==> src/rtl/drp_pkg.sv <==
// Shared definitions for the DRP command sequencer: data width, full-mask
// constant, FSM state type and the read-modify-write merge helper.
package drp_pkg;

  localparam int unsigned DRP_DW = 16;
  localparam logic [DRP_DW-1:0] DRP_MASK_ALL = 16'hFFFF;

  typedef enum logic [2:0] {
    ST_IDLE,
    ST_RD_ISSUE,
    ST_RD_WAIT,
    ST_WR_ISSUE,
    ST_WR_WAIT,
    ST_RESP
  } drp_state_t;

  // Bits set in mask take the new data, the rest keep the old register value.
  function automatic logic [DRP_DW-1:0] drp_merge(input logic [DRP_DW-1:0] old_val,
                                                  input logic [DRP_DW-1:0] new_val,
                                                  input logic [DRP_DW-1:0] mask);
    return (old_val & ~mask) | (new_val & mask);
  endfunction

endpackage

==> src/rtl/drp_wait_timer.sv <==
// Wait counter for DRP accesses. Zeroed by clear, counts while en is high and
// holds once it reaches TIMEOUT_CYCLES-1, where expired is raised.
module drp_wait_timer #(
  parameter int unsigned TIMEOUT_CYCLES = 64
) (
  input  logic clk,
  input  logic rst_n,
  input  logic clear,
  input  logic en,
  output logic expired
);

  localparam int unsigned CW = $clog2(TIMEOUT_CYCLES);
  localparam logic [CW-1:0] LAST = CW'(TIMEOUT_CYCLES - 1);

  logic [CW-1:0] count;

  // Saturating cycle counter with synchronous clear.
  always_ff @(posedge clk) begin
    if (!rst_n) begin
      count <= '0;
    end else if (clear) begin
      count <= '0;
    end else if (en && (count != LAST)) begin
      count <= count + CW'(1);
    end
  end

  assign expired = (count == LAST);

endmodule

==> src/rtl/drp_cmd_sequencer.sv <==
// DRP bus master: takes read / write / masked-write commands and runs them as
// one or two DRP transactions, returning a one-cycle response.
// Optional access timeout: define DRP_CMD_TIMEOUT_EN.
module drp_cmd_sequencer
  import drp_pkg::*;
#(
  parameter int unsigned DRP_ABITS      = 8,
  parameter int unsigned TIMEOUT_CYCLES = 64
) (
  input  logic                 drp_clk,
  input  logic                 drp_rst_n,
  input  logic                 cmd_valid,
  output logic                 cmd_ready,
  input  logic                 cmd_we,
  input  logic [DRP_ABITS-1:0] cmd_addr,
  input  logic [DRP_DW-1:0]    cmd_data,
  input  logic [DRP_DW-1:0]    cmd_mask,
  output logic                 rsp_valid,
  output logic [DRP_DW-1:0]    rsp_data,
  output logic                 rsp_err,
  output logic                 drp_en,
  output logic                 drp_we,
  output logic [DRP_ABITS-1:0] drp_addr,
  output logic [DRP_DW-1:0]    drp_di,
  input  logic                 drp_rdy,
  input  logic [DRP_DW-1:0]    drp_do
);

  if (TIMEOUT_CYCLES < 4) begin : g_timeout_check
    $error("TIMEOUT_CYCLES must be at least 4");
  end

  drp_state_t state, next_state;

  logic                 rmw_q;
  logic [DRP_DW-1:0]    data_q;
  logic [DRP_DW-1:0]    mask_q;
  logic [DRP_DW-1:0]    old_q;
  logic                 accept;
  logic                 timed_out;
  logic                 capture_old;
  logic                 next_err;
  logic [DRP_ABITS-1:0] next_addr;
  logic [DRP_DW-1:0]    next_di;
  logic [DRP_DW-1:0]    next_rsp_data;

  assign accept = cmd_valid && cmd_ready;

`ifdef DRP_CMD_TIMEOUT_EN
  logic timer_clear;
  logic timer_en;

  // Counter reads 0 during the drp_en cycle, so expiry lands TIMEOUT_CYCLES-1 cycles later.
  assign timer_clear = (next_state == ST_RD_ISSUE) || (next_state == ST_WR_ISSUE);
  assign timer_en    = (state != ST_IDLE) && (state != ST_RESP);

  drp_wait_timer #(
    .TIMEOUT_CYCLES(TIMEOUT_CYCLES)
  ) u_wait_timer (
    .clk    (drp_clk),
    .rst_n  (drp_rst_n),
    .clear  (timer_clear),
    .en     (timer_en),
    .expired(timed_out)
  );
`else
  assign timed_out = 1'b0;
`endif

  // State register.
  always_ff @(posedge drp_clk) begin
    if (!drp_rst_n) begin
      state <= ST_IDLE;
    end else begin
      state <= next_state;
    end
  end

  // Next-state decode plus the values the output registers load with it.
  always_comb begin
    next_state    = state;
    next_addr     = drp_addr;
    next_di       = drp_di;
    next_rsp_data = '0;
    next_err      = 1'b0;
    capture_old   = 1'b0;
    unique case (state)
      ST_IDLE: begin
        if (accept) begin
          next_addr = cmd_addr;
          if (cmd_we && (cmd_mask == DRP_MASK_ALL)) begin
            next_state = ST_WR_ISSUE;
            next_di    = cmd_data;
          end else begin
            next_state = ST_RD_ISSUE;
          end
        end
      end
      ST_RD_ISSUE, ST_RD_WAIT: begin
        if (drp_rdy) begin
          capture_old = 1'b1;
          if (rmw_q) begin
            next_state = ST_WR_ISSUE;
            next_di    = drp_merge(drp_do, data_q, mask_q);
          end else begin
            next_state    = ST_RESP;
            next_rsp_data = drp_do;
          end
        end else if (timed_out && (state == ST_RD_WAIT)) begin
          next_state = ST_RESP;
          next_err   = 1'b1;
        end else begin
          next_state = ST_RD_WAIT;
        end
      end
      ST_WR_ISSUE, ST_WR_WAIT: begin
        if (drp_rdy) begin
          next_state    = ST_RESP;
          next_rsp_data = rmw_q ? old_q : '0;
        end else if (timed_out && (state == ST_WR_WAIT)) begin
          next_state = ST_RESP;
          next_err   = 1'b1;
        end else begin
          next_state = ST_WR_WAIT;
        end
      end
      ST_RESP: begin
        next_state = ST_IDLE;
      end
      default: begin
        next_state = ST_IDLE;
      end
    endcase
  end

  // Command capture and registered outputs, decoded from the next state.
  always_ff @(posedge drp_clk) begin
    if (!drp_rst_n) begin
      rmw_q     <= 1'b0;
      data_q    <= '0;
      mask_q    <= '0;
      old_q     <= '0;
      cmd_ready <= 1'b0;
      rsp_valid <= 1'b0;
      rsp_data  <= '0;
      rsp_err   <= 1'b0;
      drp_en    <= 1'b0;
      drp_we    <= 1'b0;
      drp_addr  <= '0;
      drp_di    <= '0;
    end else begin
      if (accept) begin
        rmw_q  <= cmd_we && (cmd_mask != DRP_MASK_ALL);
        data_q <= cmd_data;
        mask_q <= cmd_mask;
      end
      if (capture_old) begin
        old_q <= drp_do;
      end
      cmd_ready <= (next_state == ST_IDLE);
      drp_en    <= (next_state == ST_RD_ISSUE) || (next_state == ST_WR_ISSUE);
      drp_we    <= (next_state == ST_WR_ISSUE);
      drp_addr  <= next_addr;
      drp_di    <= next_di;
      rsp_valid <= (next_state == ST_RESP);
      rsp_data  <= next_rsp_data;
      rsp_err   <= next_err;
    end
  end

endmodule

==> config.mk <==
export PLATFORM = sky130hd
export DESIGN_NAME = drp_cmd_sequencer
export DESIGN_NICKNAME = d
export VERILOG_FILES = /design/src/rtl/drp_pkg.sv /design/src/rtl/drp_wait_timer.sv /design/src/rtl/drp_cmd_sequencer.sv
export SDC_FILE = /design/constraint.sdc
export NUM_CORES = 1
export LEC_CHECK = 0
export ABC_CLOCK_PERIOD_IN_PS = 4600
export CAP_MARGIN = 10
export CELL_PAD_IN_SITES_DETAIL_PLACEMENT = 0
export CELL_PAD_IN_SITES_GLOBAL_PLACEMENT = 1
export CORE_ASPECT_RATIO = 1.4
export CORE_UTILIZATION = 40
export CTS_BUF_LIST = sky130_fd_sc_hd__clkbuf_2 sky130_fd_sc_hd__clkbuf_4 sky130_fd_sc_hd__clkbuf_8
export DETAILED_ROUTE_END_ITERATION = 10
export HOLD_SLACK_MARGIN = 0.05
export PLACE_DENSITY = 0.92
export SLEW_MARGIN = 20
export SYNTH_ARGS = -nofsm -noshare
export SYNTH_HDL_FRONTEND = slang
export SYNTH_SLANG_ARGS = --single-unit
==> constraint.sdc <==
create_clock -name drp_clk -period 4.6 [get_ports drp_clk]
set_clock_uncertainty 0.15 [all_clocks]
set_input_delay 1.38 -clock drp_clk [delete_from_list [all_inputs] [get_ports drp_clk]]
set_output_delay 1.38 -clock drp_clk [all_outputs]
set_load 0.01 [all_outputs]
==> results.sh, run 1 <==
export IMPL_outcome="complete, no violations"
export IMPL_clk_insertion_delay_late_ns=0.35
export IMPL_synth_sequential_area_ratio_pct=47.4
export IMPL_remaining_drc_errors=0
export IMPL_crit_path_start_kind="primary input"
export IMPL_firstDrtPassIters=5
export IMPL_cts_buffers=9
export IMPL_worstRegToRegCells=4
export IMPL_vias=3481
export IMPL_criticalPathCategory="in -> reg"
export IMPL_synthesis_area_mm2=0.00405
export IMPL_synthCells=458
export IMPL_clockBufferDepth=2
export IMPL_grt_use_total_pct=20.7
export IMPL_ys_warn_count=0
export IMPL_synth_seq_cells=96
export IMPL_grt_ovfl_total=0
export IMPL_io_pins=106
export IMPL_wl_per_cell_um=15.4
export IMPL_ir_drop_uv=149
export IMPL_hold_path_depth=2
export IMPL_cp_end_kind="flip-flop"
export IMPL_max_cap_viol_count=0
export IMPL_tightest_slew_ns=0.924
export IMPL_slew_limit_headroom_pct=38.4
export IMPL_cp_data_required_time_ns=4.66
export IMPL_holdBufCountCts=0
export IMPL_p_int_w=0.00128
export IMPL_finalCritPeriodShare_pct=71.3
export IMPL_routedLengthMet1_um=4560
export IMPL_yosysMostFrequentCell="nand2_1"
export IMPL_holdCritPathClass="reg -> reg"
export IMPL_yosysTopAreaCell="dfxtp_1"
export IMPL_synth_cell_types=39
export IMPL_finalCriticalPeriod_ns=3.28
export IMPL_syn_num_nets=519
export IMPL_rsz0062_at_grt="no"
export IMPL_cts_clk_slew_worst_paths_ns=0.08
export IMPL_routed_wl_met3_um=314
export IMPL_ant_nets=0
export IMPL_top_layer="met4"
export IMPL_finalNetCount=605
export IMPL_antenna_found_initial=0
export IMPL_postCtsSetupRepairBufs=0
export IMPL_cts_tree="yes"
export IMPL_clockPowerShare_pct=33.6
export IMPL_clock_sinks=96
export IMPL_viasPerCell=5.09
export IMPL_port_buffers=104
export IMPL_htree_num_levels=3
export IMPL_start_util_pct=40.9
export IMPL_drtIter0Drc=224
export IMPL_ys_top_cells_by_count="nand2_1, dfxtp_1, a21boi_0, mux2i_1, clkbuf_1"
export IMPL_fmax_mhz=305
export IMPL_pre_cts_slack_ns=0.937
export IMPL_setup_ws_ns=1.32
export IMPL_grt_pass1_vias=3307
export IMPL_die_area_mm2=0.0105
export IMPL_area_growth_pct=31.6
export IMPL_dp_hpwl_um=7600
export IMPL_powerDensity_mw_per_mm2=321
export IMPL_critPathMaxFanout=16
export IMPL_grt_pass1_wl_um=16600
export IMPL_core_mm2=0.00990
export IMPL_rows=43
export IMPL_cts_resized=0
export IMPL_seq_power_share_pct=51.7
export IMPL_wl_um=10500
export IMPL_p_leak_nw=1.86
export IMPL_layout_drive_gt1_share_pct=6.19
export IMPL_die_h_um=121
export IMPL_synth_area_leaders="dfxtp_1, nand2_1, a21boi_0, mux2i_1, a22oi_1"
export IMPL_gp_congestion=0.857
export IMPL_synthDominantCellAreaShare_pct=47.4
export IMPL_p_sw_share_pct=25.2
export IMPL_avgSynthCellArea_um2=8.85
export IMPL_slew_viol_final=0
export IMPL_antennaDiodeCount=0
export IMPL_ys_async_sr_fraction_pct=0
export IMPL_p_sw_w=0.000431
export IMPL_die_w_um=87.1
export IMPL_synth_edf_count=0
export IMPL_cts_root_buffer="clkbuf_8"
export IMPL_arrival_ns=3.34
export IMPL_finalSetupTns_ns=0
export IMPL_met2_wirelength_um=5520
export IMPL_hold_viol=0
export IMPL_p_comb_share_pct=14.7
export IMPL_ys_flop_type="dfxtp_1"
export IMPL_setup_violations=0
export IMPL_grt_start_max_net_pins=93
==> sequential cells by signal (all words and copies together), names as in the netlist <==
name,flops
data_q,16
mask_q,16
state,3
drp_en,1
rsp_data,16
rmw_q,1
old_q,16
cmd_ready,1
drp_we,1
drp_addr,8
rsp_valid,1
drp_di,16
==> kinds of logic after synthesis <==
group	Yosys count	share of synthesized area, %
AND/OR/NAND/NOR	194	20.8
AO/OA/AOI/OAI	99	18.9
flip-flops	96	47.4
buffers and inverters	34	4.23
multiplexers	32	7.90
XOR/XNOR	2	0.618
other	1	0.0925
==> worst paths after layout <==
| path | from | endpoint | slack (ns) |
|---|---|---|---|
| worst min-delay path | drp_di[13]$_SDFFE_PN0P_ | drp_di[13]$_SDFFE_PN0P_ | 0.31 |
| worst min register to register | drp_di[13]$_SDFFE_PN0P_ | drp_di[13]$_SDFFE_PN0P_ | 0.31 |
| worst max register to register | state[0]$_SDFF_PN0_ | old_q[12]$_SDFFE_PN0P_ | 2.05 |
| worst max-delay path | cmd_mask[15] | drp_di[6]$_SDFFE_PN0P_ | 1.32 |
==> layout make-up <==
cell class                      instances  area (µm²)
Sequential cell                        96        1920
Inverter                                1        3.75
Fill cell                             925        4570
Timing Repair Buffer                  108        1070
Tap cell                              135         169
Clock inverter                          2        37.5
Multi-Input combinational cell        328        1960
Clock buffer                           14         174
==> per-layer routing <==
layer	global-route usage [%]	vias up
met4	7.08	0
li1	-	1734
met3	3.06	8
met5	0	-
met2	36.1	76
met1	25.6	1663
==> stage by stage <==
step                      cells  hold slack [ns]  power, W  util, %  cell area, µm²
after floorplan             458            0.293   0.00105        -            4050
after global placement      668            0.298   0.00115     51.7            5120
after detailed placement    668            0.303   0.00116     51.7            5120
after CTS                   684            0.317   0.00172     53.9            5330
after global routing        684            0.336   0.00178     53.9            5330
final                       684            0.312   0.00171     53.9            5330
==> worst max-delay path, cell delays in order <==
cell,delay (ns)
clkdlybuf4s50_1,0.57
nand4_1,0.12
nor4_2,0.59
o221ai_4,0.45
mux2i_1,0.22
==> cell usage in the layout, fill, tap and decap left out, types with 2 or more instances in the layout <==
cell / instances
a21boi_0: 56
a21oi_2: 2
dfxtp_1: 96
a22oi_1: 16
clkbuf_8: 11
nand2_1: 132
o21ai_0: 2
nor2_1: 17
a21o_1: 2
mux2i_1: 32
buf_4: 4
o211ai_1: 16
nand3_1: 21
and2_1: 4
nor2b_1: 2
nand4_1: 5
clkbuf_4: 3
and3_1: 2
clkdlybuf4s50_1: 103
==> power groups by stage <==
stage | logic [W] | registers [W] | clock network, W
6_report | 0.000252 | 0.000886 | 0.000576
5_1_grt | 0.000274 | 0.000891 | 0.000618
4_1_cts | 0.000253 | 0.000886 | 0.000585
3_5_place_dp | 0.000252 | 0.000906 | 0
3_3_place_gp | 0.000247 | 0.000904 | 0
2_1_floorplan | 0.000143 | 0.000903 | 0
(Power assumes the default switching activity.)
==> run 2: changes to the inputs <==
--- a/config.mk
+++ b/config.mk
@@ -5,16 +5,16 @@
 export SDC_FILE = /design/constraint.sdc
 export NUM_CORES = 1
 export LEC_CHECK = 0
-export ABC_CLOCK_PERIOD_IN_PS = 4600
+export ABC_CLOCK_PERIOD_IN_PS = 2890
 export CAP_MARGIN = 10
 export CELL_PAD_IN_SITES_DETAIL_PLACEMENT = 0
 export CELL_PAD_IN_SITES_GLOBAL_PLACEMENT = 1
 export CORE_ASPECT_RATIO = 1.4
-export CORE_UTILIZATION = 40
+export CORE_UTILIZATION = 34
 export CTS_BUF_LIST = sky130_fd_sc_hd__clkbuf_2 sky130_fd_sc_hd__clkbuf_4 sky130_fd_sc_hd__clkbuf_8
 export DETAILED_ROUTE_END_ITERATION = 10
 export HOLD_SLACK_MARGIN = 0.05
-export PLACE_DENSITY = 0.92
+export PLACE_DENSITY = 0.84
 export SLEW_MARGIN = 20
 export SYNTH_ARGS = -nofsm -noshare
 export SYNTH_HDL_FRONTEND = slang
==> constraint.sdc (replaced) <==
create_clock -name drp_clk -period 2.89 [get_ports drp_clk]
set_clock_uncertainty 0.15 [all_clocks]
set_input_delay 0.867 -clock drp_clk [delete_from_list [all_inputs] [get_ports drp_clk]]
set_output_delay 0.867 -clock drp_clk [all_outputs]
set_load 0.01 [all_outputs]
==> run 2 against run 1 <==
First-iteration DRC count decreased by 11%. Final cell count rose by 2.8%. Flip-flop and latch count did not move. Wire length grew 3.7%. Via count decreased by 0.72%. Critical path depth fell by 4. Register-to-register slack got worse by 1.4 ns. Worst hold slack improved by 0.0028 ns. Sequential power increased by 59%. Critical path type is now reg -> out.
==> results.sh, run 2 (synthesis gave the netlist of run 1 again) <==
export IMPL_port_buffers=104
export IMPL_grt_ovfl_total=0
export IMPL_crit_buf_inv=1
export IMPL_ant_nets=0
export IMPL_cp_end_kind="output port"
export IMPL_hold_path_depth=2
export IMPL_finalSetupTns_ns=0
export IMPL_start_util_pct=35.4
export IMPL_fmax_mhz=431
export IMPL_rows=46
export IMPL_grt_start_max_net_pins=49
export IMPL_antenna_found_initial=0
export IMPL_final_common_cell="nand2_1"
export IMPL_finalCritPeriodShare_pct=80.3
export IMPL_remaining_drc_errors=0
export IMPL_cp_slowest_stage_delay_ns=0.56
export IMPL_outcome="complete, no violations"
export IMPL_clk_insertion_delay_late_ns=0.37
export IMPL_crit_path_start_kind="flip-flop"
export IMPL_r2r_end="drp_di[2]$_SDFFE_PN0P_"
export IMPL_ff2ff_setup_slack_ns=0.67
export IMPL_grt_pass1_vias=3306
export IMPL_viasPerCell=4.92
export IMPL_die_h_um=131
export IMPL_cts_root_buffer="clkbuf_8"
export IMPL_whs_ns=0.315
export IMPL_cts_resized=0
export IMPL_worstRegToRegCells=4
export IMPL_total_power_w=0.00270
export IMPL_p_leak_nw=1.91
export IMPL_core_mm2=0.0115
export IMPL_critPathMaxFanout=4
export IMPL_cp_cell_sequence="clkdlybuf4s50_1"
export IMPL_cpMaxStageDelayCell="clkdlybuf4s50_1"
export IMPL_die_w_um=94.3
export IMPL_finalNetCount=615
export IMPL_cts_tree="yes"
export IMPL_firstDrtPassIters=4
export IMPL_powerDensity_mw_per_mm2=499
export IMPL_vias=3456
export IMPL_setup_violations=0
export IMPL_holdBufCountCts=0
export IMPL_layout_drive_gt1_share_pct=7.69
export IMPL_slew_viol_final=0
export IMPL_hold_viol=0
export IMPL_holdCritPathClass="reg -> reg"
export IMPL_gp_congestion=0.807
export IMPL_hold_path_end="drp_di[13]$_SDFFE_PN0P_"
export IMPL_tightest_slew_ns=1.08
export IMPL_postCtsSetupRepairBufs=0
export IMPL_htree_num_levels=3
export IMPL_clockBufferDepth=2
export IMPL_grt_pass1_wl_um=17200
export IMPL_wl_um=10900
export IMPL_criticalPathCategory="reg -> out"
export IMPL_path_delay_family="buffers and inverters"
export IMPL_final_cell_mix="nand2_1, clkdlybuf4s50_1, dfxtp_1"
export IMPL_ir_drop_uv=244
export IMPL_clock_sinks=96
export IMPL_drtIter0Drc=200
export IMPL_cts_clk_slew_worst_paths_ns=0.09
export IMPL_cp_data_required_time_ns=1.87
export IMPL_grt_use_total_pct=18.0
export IMPL_r2r_start="state[0]$_SDFF_PN0_"
export IMPL_die_area_mm2=0.0124
export IMPL_max_cap_viol_count=0
export IMPL_cp_depth=1
export IMPL_wl_per_cell_um=15.5
export IMPL_finalCriticalPeriod_ns=2.32
export IMPL_area_growth_pct=33.6
export IMPL_antennaDiodeCount=0
export IMPL_fin_area_mm2=0.00541
export IMPL_post_dp_cell_area_mm2=0.00522
export IMPL_min_from="drp_di[13]$_SDFFE_PN0P_"
export IMPL_dp_hpwl_um=8090
export IMPL_cts_buffers=9
export IMPL_slew_limit_headroom_pct=27.5
export IMPL_rsz0062_at_grt="no"
export IMPL_io_pins=106
export IMPL_arrival_ns=1.30
run 2: worst max path at each step:
stage,from,endpoint,slack [ns]
final,cmd_ready$_SDFF_PN0_,cmd_ready,0.57
after CTS,cmd_ready$_SDFF_PN0_,cmd_ready,0.55
after detailed placement,cmd_mask[14],drp_di[0]$_SDFFE_PN0P_,0.15
after floorplan,cmd_mask[14],drp_di[10]$_SDFFE_PN0P_,0.69
after global placement,cmd_mask[14],drp_di[6]$_SDFFE_PN0P_,0.18
after global routing,state[0]$_SDFF_PN0_,drp_di[4]$_SDFFE_PN0P_,0.45
run 2: area by class of cell:
class | count | area, µm²
sequential | 96 | 1920
clock buffer | 9 | 124
multi-input combinational | 328 | 1960
fill | 1100 | 6040
tap | 144 | 180
clock inverter | 7 | 70.1
timing repair buffer | 118 | 1150
inverter | 1 | 3.75
run 2: power breakdown:
| part | internal (W) | switching, W |
|---|---|---|
| clock network | 0.000402 | 0.000475 |
| logic | 0.000197 | 0.000216 |
| registers | 0.00138 | 0.0000368 |
run 2: stage by stage:
| step | setup slack, ns | util (%) | cells |
|---|---|---|---|
| finish | 0.570 | 47.3 | 703 |
| global route | 0.453 | 47.3 | 703 |
| CTS | 0.548 | 47.3 | 703 |
| detailed placement | 0.146 | 45.6 | 687 |
| global placement | 0.183 | 45.6 | 687 |
| floorplan | 0.688 | - | 458 |
run 2: metal layers:
metal	share of wire, %	track usage, %	vias up
li1	-	-	1751
met1	44	23.4	1608
met2	50	29.6	89
met3	4.9	3.01	8
met4	1.2	6.32	0
met5	0	0	-
==> run 3: changes to the inputs <==
--- a/config.mk
+++ b/config.mk
@@ -5,7 +5,7 @@
 export SDC_FILE = /design/constraint.sdc
 export NUM_CORES = 1
 export LEC_CHECK = 0
-export ABC_CLOCK_PERIOD_IN_PS = 2890
+export ABC_CLOCK_PERIOD_IN_PS = 1980
 export CAP_MARGIN = 10
 export CELL_PAD_IN_SITES_DETAIL_PLACEMENT = 0
 export CELL_PAD_IN_SITES_GLOBAL_PLACEMENT = 1
==> constraint.sdc (replaced) <==
create_clock -name drp_clk -period 1.98 [get_ports drp_clk]
set_clock_uncertainty 0.15 [all_clocks]
set_input_delay 0.594 -clock drp_clk [delete_from_list [all_inputs] [get_ports drp_clk]]
set_output_delay 0.594 -clock drp_clk [all_outputs]
set_load 0.01 [all_outputs]
==> run 3 against run 2 <==
Wire length increased by 2.1%. Clock-buffer cell count increased by 1. Flip-flop and latch count unchanged.
==> results.sh, run 3 (synthesis gave the netlist of run 1 again) <==
export IMPL_outcome="complete, no violations"
export IMPL_hold_viol=0
export IMPL_final_common_cell="nand2_1"
export IMPL_hold_path_end="drp_di[12]$_SDFFE_PN0P_"
export IMPL_layout_drive_gt1_share_pct=12.0
export IMPL_r2r_end="drp_di[2]$_SDFFE_PN0P_"
export IMPL_finalNetCount=633
export IMPL_core_mm2=0.0115
export IMPL_p_leak_nw=2.40
export IMPL_ant_nets=0
export IMPL_clk_insertion_delay_late_ns=0.36
export IMPL_grt_pass1_wl_um=18000
export IMPL_min_from="drp_di[12]$_SDFFE_PN0P_"
export IMPL_cts_clk_slew_worst_paths_ns=0.09
export IMPL_io_pins=106
export IMPL_grt_ovfl_total=0
export IMPL_powerDensity_mw_per_mm2=703
export IMPL_rows=46
export IMPL_grt_pass1_vias=3582
export IMPL_finalCriticalPeriod_ns=1.95
export IMPL_die_h_um=131
export IMPL_max_cap_viol_count=0
export IMPL_wl_per_cell_um=15.5
export IMPL_crit_buf_inv=1
export IMPL_cts_root_buffer="clkbuf_8"
export IMPL_grt_start_max_net_pins=61
export IMPL_fillers=1080
export IMPL_cpMaxStageDelayCell="clkdlybuf4s50_1"
export IMPL_seq_area_mm2=0.00193
export IMPL_ff2ff_setup_slack_ns=0.06
export IMPL_clockBufferDepth=2
export IMPL_cp_data_required_time_ns=1.24
export IMPL_slew_limit_headroom_pct=54.6
export IMPL_critPathMaxFanout=1
export IMPL_cts_tree="yes"
export IMPL_r2r_start="state[1]$_SDFF_PN0_"
export IMPL_holdBufCountCts=0
export IMPL_firstDrtPassIters=4
export IMPL_use_met1_pct=24.2
export IMPL_die_w_um=94.3
export IMPL_crit_path_start_kind="flip-flop"
export IMPL_cp_end_kind="output port"
export IMPL_path_delay_family="buffers and inverters"
export IMPL_multi_input_area_mm2=0.00200
export IMPL_worstRegToRegCells=7
export IMPL_area_growth_pct=39.5
export IMPL_ir_drop_uv=336
export IMPL_cts_buffers=9
export IMPL_holdCritPathClass="reg -> reg"
export IMPL_cp_slowest_stage_delay_ns=0.53
export IMPL_tightest_slew_ns=0.681
export IMPL_finalCritPeriodShare_pct=98.5
export IMPL_gr_usage_met3_pct=1.97
export IMPL_fmax_mhz=513
export IMPL_antenna_found_initial=0
export IMPL_arrival_ns=1.21
export IMPL_wl_um=11200
export IMPL_port_buffers=104
export IMPL_grt_use_total_pct=18.8
export IMPL_clock_sinks=96
export IMPL_die_area_mm2=0.0124
export IMPL_hold_path_depth=2
export IMPL_final_cell_mix="nand2_1, dfxtp_1, a21boi_0"
export IMPL_busiest_layer="met2"
export IMPL_gp_congestion=0.816
export IMPL_antennaDiodeCount=0
export IMPL_cp_cell_sequence="clkdlybuf4s50_1"
export IMPL_vias=3582
export IMPL_total_power_w=0.00397
export IMPL_drtIter0Drc=223
export IMPL_rsz0062_at_grt="yes"
export IMPL_finalSetupTns_ns=0
export IMPL_criticalPathCategory="reg -> out"
export IMPL_remaining_drc_errors=0
export IMPL_setup_violations=0
export IMPL_slew_viol_final=0
export IMPL_dp_hpwl_um=8130
export IMPL_viasPerCell=4.97
export IMPL_htree_num_levels=3
export IMPL_start_util_pct=35.4
export IMPL_use_met2_pct=30.6
==> run 3: final cells by class <==
| cell class | count | share of cell area, % |
|---|---|---|
| flip-flops and latches | 96 | 34.1 |
| inverters | 1 | 0.0664 |
| multi-input cells | 328 | 35.3 |
| clock inverters | 6 | 1.04 |
| repair buffers | 136 | 23.9 |
| clock buffers | 10 | 2.32 |
| well taps | 144 | 3.19 |
==> run 3: how the worst max path moves through the flow <==
stage | start | to | slack (ns) | cells past startpoint
final | rsp_data[11]$_SDFF_PN0_ | rsp_data[11] | 0.03 | 1
after global routing | state[1]$_SDFF_PN0_ | drp_di[0]$_SDFFE_PN0P_ | -0.03 | 6
after global placement | cmd_mask[12] | drp_di[6]$_SDFFE_PN0P_ | -0.51 | 7
after detailed placement | cmd_mask[12] | drp_di[14]$_SDFFE_PN0P_ | -0.52 | 7
after CTS | state[1]$_SDFF_PN0_ | drp_di[3]$_SDFFE_PN0P_ | 0.0002 | 7
after floorplan | state[0]$_SDFF_PN0_ | drp_di[10]$_SDFFE_PN0P_ | 0.02 | 7
==> run 3: through the flow <==
step / worst slack [ns] / utilization (%) / cell area, µm² / hold WS, ns / instances
6_report: 0.0299 / 49.4 / 5650 / 0.305 / 721
5_1_grt: -0.0282 / 49.4 / 5650 / 0.334 / 721
4_1_cts: 0.000250 / 48.8 / 5590 / 0.311 / 720
3_5_place_dp: -0.521 / 47.1 / 5390 / 0.301 / 700
3_3_place_gp: -0.505 / 47.1 / 5390 / 0.299 / 700
2_1_floorplan: 0.0155 / - / 4050 / 0.293 / 458
==> run 3: what timing repair did <==
| item | CTS | global route |
|---|---|---|
| resized for setup | 55 | 16 |
| gates cloned | 1 | 0 |
| setup endpoints to repair | 52 | 25 |
| pin swaps | 8 | 3 |
| setup buffers | 3 | 1 |
==> run 3: power breakdown <==
part / switching, W / leakage, nW / internal (W)
Combinational: 0.000336 / 1.51 / 0.000316
Clock: 0.000665 / 0.104 / 0.000594
Sequential: 0.0000533 / 0.780 / 0.00201
==> run 3: routing by layer <==
| metal | routed length [µm] | vias up |
|---|---|---|
| met5 | 0 | - |
| met4 | 278 | 0 |
| met3 | 555 | 17 |
| met2 | 5500 | 111 |
| met1 | 4830 | 1669 |
| li1 | - | 1785 |
